`src/rtl/fetch_pkg.sv`:
```
// Shared definitions for the IF-stage fetch sequencer: FSM state encoding and jump alignment mask.
package fetch_pkg;

    typedef enum logic [1:0] {
        ST_BOOT = 2'd0,
        ST_RUN  = 2'd1,
        ST_PEND = 2'd2
    } fetch_state_e;

    // Bits set here are forced to zero on every jump target (word alignment).
    localparam logic [1:0] ALIGN_MASK = 2'b11;

endpackage

```
`src/rtl/fetch_if.sv`:
```
// Handshake bundle between hazard unit / ID branch logic (master) and the fetch sequencer (slave).
interface fetch_if #(
    parameter int ADDR_W = 32
) ();
    logic              stall;
    logic              redirect_valid;
    logic [ADDR_W-1:0] redirect_addr;
    logic              imem_ready;
    logic              PC_enable;
    logic              PC_jump_select;
    logic [ADDR_W-1:0] jump_addr;
    logic              ifid_enable;
    logic              ifid_clear;
    logic              redirect_pend;

    modport master (
        output stall, redirect_valid, redirect_addr, imem_ready,
        input  PC_enable, PC_jump_select, jump_addr, ifid_enable, ifid_clear, redirect_pend
    );

    modport slave (
        input  stall, redirect_valid, redirect_addr, imem_ready,
        output PC_enable, PC_jump_select, jump_addr, ifid_enable, ifid_clear, redirect_pend
    );
endinterface

```
`src/rtl/fetch_perf_counter.sv`:
```
// Wrapping event counter with enable; the synchronous active-low reset doubles as its clear.
module fetch_perf_counter #(
    parameter int CNT_W = 32
) (
    input  logic             clk,
    input  logic             reset,
    input  logic             en,
    output logic [CNT_W-1:0] count
);

    // Count enabled cycles, wrapping modulo 2^CNT_W
    always_ff @(posedge clk) begin
        if (!reset) begin
            count <= '0;
        end else if (en) begin
            count <= count + CNT_W'(1);
        end else begin
            count <= count;
        end
    end

endmodule

```
`src/rtl/fetch_sequencer.sv`:
```
// IF-stage control: boot hold, PC advance/stall, redirect issue and latching of blocked redirects.
// Optional perf counters (stall_cnt, redirect_cnt) are built when FETCH_PERF_CNT_EN is defined.
module fetch_sequencer
    import fetch_pkg::*;
#(
    parameter int ADDR_W      = 32,
    parameter int BOOT_CYCLES = 2,
    parameter int CNT_W       = 32
) (
    input  logic             clk,
    input  logic             reset,
    fetch_if.slave           bus
`ifdef FETCH_PERF_CNT_EN
    ,
    output logic [CNT_W-1:0] stall_cnt,
    output logic [CNT_W-1:0] redirect_cnt
`endif
);

    localparam int BCW = (BOOT_CYCLES > 1) ? $clog2(BOOT_CYCLES) : 1;
    localparam logic [BCW-1:0] BOOT_LAST = BCW'(BOOT_CYCLES - 1);

    fetch_state_e      state_r, state_nxt_s;
    logic [BCW-1:0]    boot_cnt_r, boot_cnt_nxt_s;
    logic [ADDR_W-1:0] pend_addr_r, pend_addr_nxt_s;

    logic              adv_s;
    logic              pc_en_s;
    logic              sel_s;
    logic [ADDR_W-1:0] jump_raw_s;
    logic              ifid_en_s;
    logic              ifid_clr_s;
    logic              pend_s;

    // State, boot counter and latched redirect target
    always_ff @(posedge clk) begin
        if (!reset) begin
            state_r     <= ST_BOOT;
            boot_cnt_r  <= '0;
            pend_addr_r <= '0;
        end else begin
            state_r     <= state_nxt_s;
            boot_cnt_r  <= boot_cnt_nxt_s;
            pend_addr_r <= pend_addr_nxt_s;
        end
    end

    // Next-state and output decode; a blocked redirect is never dropped, newest target wins
    always_comb begin
        adv_s           = bus.imem_ready & ~bus.stall;
        state_nxt_s     = state_r;
        boot_cnt_nxt_s  = boot_cnt_r;
        pend_addr_nxt_s = pend_addr_r;
        pc_en_s         = 1'b0;
        sel_s           = 1'b0;
        jump_raw_s      = '0;
        ifid_en_s       = 1'b0;
        ifid_clr_s      = 1'b0;
        pend_s          = 1'b0;

        case (state_r)
            ST_BOOT: begin
                ifid_clr_s = 1'b1;
                if (boot_cnt_r == BOOT_LAST) begin
                    state_nxt_s = ST_RUN;
                end else begin
                    boot_cnt_nxt_s = boot_cnt_r + BCW'(1);
                end
            end
            ST_RUN: begin
                pc_en_s    = adv_s;
                ifid_en_s  = ~bus.stall;
                ifid_clr_s = ~bus.stall & ~bus.imem_ready;
                jump_raw_s = bus.redirect_addr;
                if (bus.redirect_valid && adv_s) begin
                    sel_s = 1'b1;
                end else if (bus.redirect_valid) begin
                    pend_addr_nxt_s = bus.redirect_addr;
                    state_nxt_s     = ST_PEND;
                end else begin
                    sel_s = 1'b0;
                end
            end
            ST_PEND: begin
                pc_en_s    = adv_s;
                ifid_en_s  = ~bus.stall;
                ifid_clr_s = ~bus.stall & ~bus.imem_ready;
                pend_s     = 1'b1;
                jump_raw_s = pend_addr_r;
                if (bus.redirect_valid && adv_s) begin
                    sel_s       = 1'b1;
                    jump_raw_s  = bus.redirect_addr;
                    state_nxt_s = ST_RUN;
                end else if (bus.redirect_valid) begin
                    pend_addr_nxt_s = bus.redirect_addr;
                end else if (adv_s) begin
                    sel_s       = 1'b1;
                    state_nxt_s = ST_RUN;
                end else begin
                    sel_s = 1'b0;
                end
            end
            default: begin
                state_nxt_s = ST_BOOT;
            end
        endcase
    end

    assign bus.PC_enable      = pc_en_s;
    assign bus.PC_jump_select = sel_s;
    assign bus.jump_addr      = {jump_raw_s[ADDR_W-1:2], jump_raw_s[1:0] & ~ALIGN_MASK};
    assign bus.ifid_enable    = ifid_en_s;
    assign bus.ifid_clear     = ifid_clr_s;
    assign bus.redirect_pend  = pend_s;

`ifdef FETCH_PERF_CNT_EN
    logic stall_ev_s;
    logic redir_ev_s;

    assign stall_ev_s = (state_r != ST_BOOT) & ~pc_en_s;
    assign redir_ev_s = pc_en_s & sel_s;

    fetch_perf_counter #(.CNT_W(CNT_W)) u_stall_cnt (
        .clk   (clk),
        .reset (reset),
        .en    (stall_ev_s),
        .count (stall_cnt)
    );

    fetch_perf_counter #(.CNT_W(CNT_W)) u_redirect_cnt (
        .clk   (clk),
        .reset (reset),
        .en    (redir_ev_s),
        .count (redirect_cnt)
    );
`endif

endmodule

```
`src/flat_wrapper.sv`:
```
// flat-port wrapper written by rule: the top's interface ports become plain ports
module fetch_sequencer_flat import fetch_pkg::*;
#(
    parameter int ADDR_W      = 32,
    parameter int BOOT_CYCLES = 2,
    parameter int CNT_W       = 32
)
  (clk, reset, bus_stall, bus_redirect_valid, bus_redirect_addr, bus_imem_ready, bus_PC_enable, bus_PC_jump_select, bus_jump_addr, bus_ifid_enable, bus_ifid_clear, bus_redirect_pend);
  fetch_if #(.ADDR_W(ADDR_W)) bus_i ();
  input  logic clk;
  input  logic reset;
  input wire logic [$bits(bus_i.stall)-1:0] bus_stall;
  input wire logic [$bits(bus_i.redirect_valid)-1:0] bus_redirect_valid;
  input wire logic [$bits(bus_i.redirect_addr)-1:0] bus_redirect_addr;
  input wire logic [$bits(bus_i.imem_ready)-1:0] bus_imem_ready;
  output wire logic [$bits(bus_i.PC_enable)-1:0] bus_PC_enable;
  output wire logic [$bits(bus_i.PC_jump_select)-1:0] bus_PC_jump_select;
  output wire logic [$bits(bus_i.jump_addr)-1:0] bus_jump_addr;
  output wire logic [$bits(bus_i.ifid_enable)-1:0] bus_ifid_enable;
  output wire logic [$bits(bus_i.ifid_clear)-1:0] bus_ifid_clear;
  output wire logic [$bits(bus_i.redirect_pend)-1:0] bus_redirect_pend;
  assign bus_i.stall = bus_stall;
  assign bus_i.redirect_valid = bus_redirect_valid;
  assign bus_i.redirect_addr = bus_redirect_addr;
  assign bus_i.imem_ready = bus_imem_ready;
  assign bus_PC_enable = bus_i.PC_enable;
  assign bus_PC_jump_select = bus_i.PC_jump_select;
  assign bus_jump_addr = bus_i.jump_addr;
  assign bus_ifid_enable = bus_i.ifid_enable;
  assign bus_ifid_clear = bus_i.ifid_clear;
  assign bus_redirect_pend = bus_i.redirect_pend;
  fetch_sequencer #(.ADDR_W(ADDR_W), .BOOT_CYCLES(BOOT_CYCLES), .CNT_W(CNT_W)) u_core (.clk(clk), .reset(reset), .bus(bus_i));
endmodule
```
`config.mk`:
```
export PLATFORM = sky130hd
export DESIGN_NAME = fetch_sequencer_flat
export DESIGN_NICKNAME = d
export VERILOG_FILES = /design/src/rtl/fetch_pkg.sv /design/src/rtl/fetch_if.sv /design/src/rtl/fetch_perf_counter.sv /design/src/rtl/fetch_sequencer.sv /design/src/flat_wrapper.sv
export SDC_FILE = /design/constraint.sdc
export NUM_CORES = 1
export LEC_CHECK = 0
export CORE_MARGIN = 2
export CORE_UTILIZATION = 43
export DETAILED_ROUTE_END_ITERATION = 12
export GPL_ROUTABILITY_DRIVEN = 0
export GPL_TIMING_DRIVEN = 0
export HOLD_SLACK_MARGIN = 0.06
export PLACE_DENSITY = 0.79
export SLEW_MARGIN = 20
export SYNTH_ARGS = -nofsm -noshare
export SYNTH_HDL_FRONTEND = slang
export SYNTH_SLANG_ARGS = --single-unit
```
`constraint.sdc`:
```
create_clock -name clk -period 1.95 [get_ports clk]
set_input_delay 0.2925 -clock clk [delete_from_list [all_inputs] [get_ports clk]]
set_output_delay 0.2925 -clock clk [all_outputs]
set_load 0.01 [all_outputs]
```
-- After elaboration in Yosys (flattened, before gate mapping)
Cells that the tools add are included.
- add/sub/neg operators: 1
- equal/unequal tests: 7
- muxes and demuxes: 19
- bitwise gates (word level): 5
- reduce and logical (&&, ||, !) cells: 5
- operator list (operator ; number):
    one-hot mux 32 bit (2 select lines) ; 1
    two-way mux 32 bit ; 1
    two-way mux 2 bit ; 6
    two-way mux 1 bit ; 8
    one-hot mux 2 bit (3 select lines) ; 1
    AND reduction 5 bit ; 1
    != test 2 bit (second input constant) ; 2
    one-hot mux 1 bit (2 select lines) ; 2
    != test 3 x 1 -> 1 bit (second input constant) ; 1
    != test 3 x 2 -> 1 bit (second input constant) ; 1
    NOT 1 bit ; 3
    AND reduction 3 bit ; 1
    AND 1 bit ; 2
    == test 2 x 1 -> 1 bit (second input constant) ; 1
    == test 2 bit (second input constant) ; 1
    zero test 2 bit ; 1
    != test 2 x 1 -> 1 bit (second input constant) ; 1
    OR reduction 2 bit ; 1
    adder 1 bit (second input constant) ; 1
    logical AND 1 bit ; 1
- register bits: 35
- input port bits: 37

-- Logic depth before layout (Yosys ltp)
Gate-level depths: netlist of run 1.
- word-level depth: 6
- gate-level depth with buffers: 6

-- Least setup slack after synthesis of run 1
Ideal clock, no wire load.
- path type: register to output
- from: register u_core.state_r[0]
- to: output bus_PC_jump_select
- data arrival time: 1.512 ns
- slack: 0.146 ns
- cell stages (with the launch flop): 6
- path buffers: 0
- cell sequence: dfxtp_1 inv_1 ha_1 nor2b_1 and2_1 nor2b_1
- cells in the longest elaborated chain, start to end: 2
- elaborated cells on any way between the ends: 3
- ends and longest elaborated chain (item ; line ; text):
    from (decl) ; fetch_sequencer.sv:23 ; fetch_state_e state_r, state_nxt_s;
    from (signal assigned) ; fetch_sequencer.sv:42 ; state_r <= state_nxt_s;
    == test 2 bit or == test 2 x 1 -> 1 bit (tied branches) ; fetch_sequencer.sv:61 ; case (state_r)
    one-hot mux 1 bit (2 select lines) (*) ; fetch_sequencer.sv:61 ;
    to (decl) ; flat_wrapper.sv:17 ; output wire logic [$bits(bus_i.PC_jump_select)-1:0] bus_PC_jump_select;
Every way passes the cells marked *; elsewhere a longest branch is shown, timed or not.

-- Worst setup path after layout of run 1
- from: register u_core.state_r[0]
- to: output bus_jump_addr[15]
- cells in the longest elaborated chain, start to end: 2
- elaborated cells on any way between the ends: 3
- ends and longest elaborated chain (item ; line ; text):
    == test 2 bit or == test 2 x 1 -> 1 bit (tied branches) ; fetch_sequencer.sv:61 ;
    one-hot mux 32 bit (2 select lines) (*) ; fetch_sequencer.sv:61 ;
    to (decl) ; flat_wrapper.sv:18 ; output wire logic [$bits(bus_i.jump_addr)-1:0] bus_jump_addr;
Marked as above.

==> results of run 1 <==
==> cells by family after synthesis <==
logic type | synth area share [%]
AO/OA/AOI/OAI | 28.7
adder cells (fa/ha/maj) | 3.40
buffers and inverters | 5.71
flip-flops | 35.9
other | 0.204
AND/OR/NAND/NOR | 26.2
==> final cells by class <==
type                       instances  area, um^2  share of cell area [%]
buffer                            20         139                    4.82
tap                               50        62.6                    2.17
clock inverter                     1        30.0                    1.04
sequential                        33         668                    23.2
timing repair buffer              78         637                    22.1
clock buffer                       7        86.3                    3.00
inverter                           4        20.0                   0.695
multi-input combinational        179        1240                    43.0
==> synth_stat cells (all sizes together) <==
cell type,count
nand2,61
a21boi,33
dfxtp,33
nor2b,33
a22oi,30
clkbuf,12
buf,8
ha,5
inv,4
a21oi,2
nor2,2
a22o,1
a31o,1
and2,1
and3,1
conb,1
nand2b,1
nand3,1
o211ai,1
o21a,1
o21ai,1
o31ai,1
or4,1
==> flip-flops by register name, indices dropped and copies added (netlist names) <==
register,flops
u_core.pend_addr_r,30
u_core.state_r,2
u_core.boot_cnt_r,1
==> placed cells by master (no fill, tap or decap), types with 2 or more instances in the layout <==
cell type / synthesis / routed
clkbuf_2: 0 / 4
dlygate4sd2_1: 0 / 4
nor2b_4: 0 / 2
a22oi_1: 30 / 12
buf_4: 2 / 5
clkbuf_1: 12 / 10
ha_1: 5 / 2
ha_4: 0 / 2
buf_12: 0 / 3
buf_2: 6 / 29
nor2_1: 2 / 2
inv_4: 0 / 2
dfxtp_4: 0 / 2
buf_6: 0 / 9
clkbuf_4: 0 / 3
dfxtp_1: 33 / 31
inv_1: 4 / 2
conb_1: 1 / 2
clkdlybuf4s50_1: 0 / 32
nand2_1: 61 / 61
nor2b_1: 33 / 30
clkbuf_8: 0 / 6
a21boi_0: 31 / 31
a22oi_2: 0 / 18
a21oi_1: 2 / 2
==> worst max path at each step <==
stage / end / cells after the start / slack [ps]
floorplan: bus_PC_jump_select / 5 / 150
global placement: bus_jump_addr[11] / 7 / -630
detailed placement: bus_jump_addr[28] / 7 / -630
CTS: bus_jump_addr[5] / 7 / -110
global route: bus_jump_addr[24] / 8 / -160
finish: bus_jump_addr[15] / 8 / -100
==> stage by stage <==
step	power [mW]	hold slack [ps]
3_5_place_dp	2.13	457
3_3_place_gp	2.12	451
5_1_grt	3.29	498
2_1_floorplan	1.63	437
4_1_cts	2.97	467
6_report	3.09	464
==> power breakdown <==
| part | internal, mW | switching [mW] |
|---|---|---|
| combinational | 0.777 | 0.761 |
| sequential | 0.793 | 0.0861 |
| clock | 0.417 | 0.260 |
| total | 1.99 | 1.11 |
==> critical path: stages, from the launching register on <==
cell and delay [ps]:
dfxtp_4 370, inv_4 70, ha_4 150, a21boi_4 250
buf_6 160, buf_6 110, a22oi_1 80, nor2b_1 130
buf_2 150
==> repair_timing <==
action,in CTS,in global routing
setup buffers,4,4
pin swaps,2,11
endpoints found under the setup margin,34,33
gates resized for setup,159,35
gates cloned,1,0
==> layer usage <==
layer	GRT usage [%]	part of all wire, %	vias to the layer above
met2	39.2	50	53
li1	-	-	965
met4	5.66	1.4	0
met3	7.56	6.9	7
met5	0	0	-
met1	25.2	41	895
==> flow_summary_export.csv, run 1 <==
group,metric,value,unit
timing,finalHoldViolCount,0,
power,ir_drop,0.000512,V
layout,utilization,71.0,%
grt,first_global_vias,1866,
worst_setup_path,start_kind,"flip-flop",
detailed_routing,vias_per_cell,5.16,
floorplan,dieWidth,69.4,um
detailed_routing,drt_iter0_markers,107,
clocking,cts_tree,"yes",
clocking,cts.root.buffer_cell,"clkbuf_8",
timing,period_minus_slack,2050,ps
timing,worst_slack,-102,ps
placement,hpwl,3390,um
timing,grt_setup_unrepaired,"true",
min_path,hold_class,"flip-flop to flip-flop",
floorplan,die_h,69.4,um
worst_setup_path,worstPathArrival,1760,ps
timing,period_share,105,%
layout,n_antenna_cell,0,
layout,final_cells,372,
timing,drv_slew,0,
power,p_leak,1.09,nW
layout,syn_to_final_growth,56.4,%
clocking,numCtsBuffers,5,
worst_setup_path,r2r-end,"u_core.pend_addr_r[7]",
outcome,run_status,"complete, but fails checks",
detailed_routing,wl_per_cell,14.1,um
synth,avgSynthCellArea,7.84,um^2
worst_setup_path,endpoint_kind,"output port",
synth,syn_inst,235,
timing,setup_tns,-968,ps
clocking,clock-sinks,33,
clocking,hold_buffers,0,
grt,grt_overflow,0,
placement,io_buffer_count,69,
floorplan,num_rows,23,
synth,synth_top_area_share,35.9,%
detailed_routing,dr.pass1.iters,4,
detailed_routing,drc,0,
synth,yosys.area.top_type,"dfxtp_1",
layout,finalInstanceArea,2880,um^2
worst_setup_path,worstSetupStartpoint,"u_core.state_r[0]",
worst_setup_path,worst-setup-path-type,"flip-flop to output port",
worst_setup_path,regToRegStartpoint,"u_core.state_r[0]",
placement,place_area,2600,um^2
detailed_routing,routed_wirelength,5250,um
synth,ys_top_cells_by_area,"dfxtp_1 (36%), a21boi_0 (13%), nand2_1 (12%), a22oi_1 (12%), nor2b_1 (11%)",
layout,drive_above_1_share,28.6,%
floorplan,initial_core_util,45.4,%
timing,finalSetupViolations,25,
clocking,clk_latency,290,ps
detailed_routing,vias,1920,
layout,nets,363,
clocking,htreeDepth,2,
run,max_cap_viol_count,0,
synth,syn_area,1840,um^2
layout,fillers,354,
synth,synth_seq_cells,33,
timing,skew,1.77,ps
timing,fmaxAchievable,487,MHz
clocking,path_clk_slew,70,ps
outcome,violations,"negative setup slack",
floorplan,core,4060,um^2
floorplan,top_level_ports,74,
min_path,whs_path_depth,2,
clocking,cts_buffer_depth,2,
grt,grt_max_degree,11,
placement,pre_cts_slack,-627,ps
grt,grt_pass1_wl,8560,um
worst_setup_path,crit_required,1660,ps
synth,yosys_warnings,0,
synth,synth-seq-area-share,35.9,%
placement,place_inst,355,
min_path,hold_end,"u_core.pend_addr_r[13]",
min_path,worstHoldStart,"u_core.pend_addr_r[13]",
power,powerDensity,1070,nW/um^2
detailed_routing,drtAntennaViolNets,0,
worst_setup_path,worstPathMaxFanout,4,
grt,antenna_found_initial,0,
worst_setup_path,regToRegSetupSlack,140,ps
grt,grt_util_all_layers,22.1,%
worst_setup_path,r2r_cells,7,
synth,synth_cell_type_count,25,
floorplan,dieArea,4820,um^2
Power figures use the tool's default switching activity.
==> inputs of run 2 (changes only) <==
--- a/config.mk
+++ b/config.mk
@@ -5,6 +5,7 @@
 export SDC_FILE = /design/constraint.sdc
 export NUM_CORES = 1
 export LEC_CHECK = 0
+export CORE_ASPECT_RATIO = 2
 export CORE_MARGIN = 2
 export CORE_UTILIZATION = 43
 export DETAILED_ROUTE_END_ITERATION = 12
@@ -12,6 +13,7 @@
 export GPL_TIMING_DRIVEN = 0
 export HOLD_SLACK_MARGIN = 0.06
 export PLACE_DENSITY = 0.79
+export REMOVE_ABC_BUFFERS = 1
 export SLEW_MARGIN = 20
 export SYNTH_ARGS = -nofsm -noshare
 export SYNTH_HDL_FRONTEND = slang
==> run 2 against run 1 <==
Critical endpoint is now bus_jump_addr[6]. Wire length is 26% higher. Critical path type unchanged. Fmax decreased by 2.2%. Design area grew 3.4%. The flow still finishes with violations (negative setup slack). Largest cell class unchanged. Total power grew 9.9%. Clock power fell by 24%. First-iteration DRC count fell by 49%.
==> flow_summary_export.csv, run 2 (synthesis gave the netlist of run 1 again) <==
group,metric,value,unit
layout,nets,361,
placement,io_buffer_count,69,
detailed_routing,wl_met2,3820,um
floorplan,top_level_ports,74,
timing,finalHoldViolCount,0,
timing,period_minus_slack,2100,ps
grt,grt_max_degree,35,
run,max_cap_viol_count,0,
clocking,clock-sinks,33,
timing,drv_slew,0,
detailed_routing,vias,2041,
detailed_routing,routed.top_layer,"met4",
worst_setup_path,worst-setup-path-type,"flip-flop to output port",
grt,grt_overflow,0,
power,ir_drop,0.00112,V
timing,fmaxAchievable,477,MHz
power,powerDensity,1140,nW/um^2
placement,hpwl,3130,um
min_path,hold_class,"flip-flop to flip-flop",
power,p_leak,1.12,nW
clocking,clk_latency,300,ps
worst_setup_path,worstPathMaxFanout,8,
layout,final_common_cell,"nand2_1",
layout,final_cell_mix,"nand2_1 (61), clkdlybuf4s50_1 (32), a21boi_0 (31), dfxtp_1 (31)",
detailed_routing,wl_per_cell,17.8,um
grt,grt_util_all_layers,27.1,%
timing,skew,7.73,ps
floorplan,initial_core_util,45.1,%
worst_setup_path,crit_required,1660,ps
outcome,run_status,"complete, but fails checks",
timing,worst_slew_pin_slew,1030,ps
clocking,cts.root.buffer_cell,"clkbuf_8",
timing,finalSetupViolations,32,
layout,largest_register_ff_count,30,
detailed_routing,drc,0,
timing,grt_setup_unrepaired,"true",
clocking,hold_buffers,0,
power,total_power,3.40,mW
floorplan,core,4090,um^2
clocking,numCtsBuffers,5,
clocking,cts_tree,"yes",
layout,fillers,290,
worst_setup_path,start_kind,"flip-flop",
timing,period_share,108,%
placement,place_area,2550,um^2
clocking,path_clk_slew,70,ps
layout,drive_above_1_share,32.8,%
grt,grt_pass1_wl,9680,um
timing,hold_ws,470,ps
worst_setup_path,worstPathArrival,1810,ps
detailed_routing,dr.pass1.iters,4,
grt,antenna_found_initial,0,
detailed_routing,met1Wirelength,2250,um
grt,first_global_vias,1932,
worst_setup_path,endpoint_kind,"output port",
detailed_routing,vias_per_cell,5.49,
timing,relSlewSlack,31.2,%
clocking,cts_buffer_depth,2,
layout,finalInstanceArea,2980,um^2
layout,reg_top3,"u_core.pend_addr_r: 30 flops, u_core.state_r: 2 flops, u_core.boot_cnt_r: 1 flops",
detailed_routing,drt_iter0_markers,55,
placement,pre_cts_slack,-1040,ps
layout,n_antenna_cell,0,
outcome,violations,"negative setup slack",
timing,setup_tns,-2400,ps
timing,worst_slack,-148,ps
detailed_routing,drtAntennaViolNets,0,
floorplan,dieArea,4850,um^2
floorplan,num_rows,33,
layout,syn_to_final_growth,61.8,%
detailed_routing,routed_wirelength,6610,um
layout,top_register,"u_core.pend_addr_r",
floorplan,dieWidth,50.3,um
clocking,htreeDepth,2,
detailed_routing,wl_met3,320,um
floorplan,die_h,96.6,um
## run 2: changes by cell type in the layout (fill, tap and decap cells not counted), moves of 3 or more
cell      delta
clkbuf_1     -9
buf_4        +7
a22oi_1      -3
clkbuf_4     -3
buf_6        -3
a22oi_2      +3
## run 2: cell type report
class	instances	area, um^2	area share [%]
multi-input cells	182	1330	44.7
well taps	52	65.1	2.18
flip-flops and latches	33	668	22.4
repair buffers	93	813	27.3
clock inverters	2	10.0	0.336
inverters	4	17.5	0.588
clock buffers	6	72.6	2.44
## run 2: worst max-delay path, stage by stage, from the launching register on
cell     delay (ps)
dfxtp_4         370
inv_4            50
ha_4            170
buf_4           140
buf_4           130
a31o_4          270
a22oi_1         150
nor2b_1          70
buf_2           140
## run 2: timing repair
action	CTS	global route
pin swaps	5	6
gates resized for setup	164	28
endpoints found under the setup margin	64	63
buffers inserted	19	4
cloned	4	1
## run 2: path summary, 6_finish.rpt
path / startpoint / endpoint / slack (ps) / depth (start not counted)
worst max-delay path: u_core.state_r[0] / bus_jump_addr[6] / -150 / 8
worst min-delay path: u_core.pend_addr_r[23] / u_core.pend_addr_r[23] / 470 / 2
worst max register to register: u_core.state_r[0] / u_core.pend_addr_r[21] / -30 / 9
worst min register to register: u_core.pend_addr_r[23] / u_core.pend_addr_r[23] / 470 / 2
## run 2: per-layer routing
metal	vias to the layer above	GRT usage (%)
li1	970	-
met4	0	15.5
met1	972	27.6
met2	79	50.9
met5	-	0
met3	20	4.00
## run 2: per-stage QoR
step                      cells  utilization [%]
after global routing        372             72.9
final                       372             72.9
after floorplan             216                -
after global placement      337             61.4
after detailed placement    338             62.5
after CTS                   369             70.5
## run 2: report_power, final
| group | internal, mW | switching (mW) |
|---|---|---|
| registers | 0.793 | 0.0834 |
| clock network | 0.247 | 0.268 |
| logic | 1.02 | 0.987 |
| total | 2.06 | 1.34 |
==> inputs of run 3 (changes only) <==
--- a/config.mk
+++ b/config.mk
@@ -11,7 +11,7 @@
 export DETAILED_ROUTE_END_ITERATION = 12
 export GPL_ROUTABILITY_DRIVEN = 0
 export GPL_TIMING_DRIVEN = 0
-export HOLD_SLACK_MARGIN = 0.06
+export HOLD_SLACK_MARGIN = 0.1
 export PLACE_DENSITY = 0.79
 export REMOVE_ABC_BUFFERS = 1
 export SLEW_MARGIN = 20
==> results of run 3 <==
No change in the layout: final DEF, timing and power equal those of run 2.
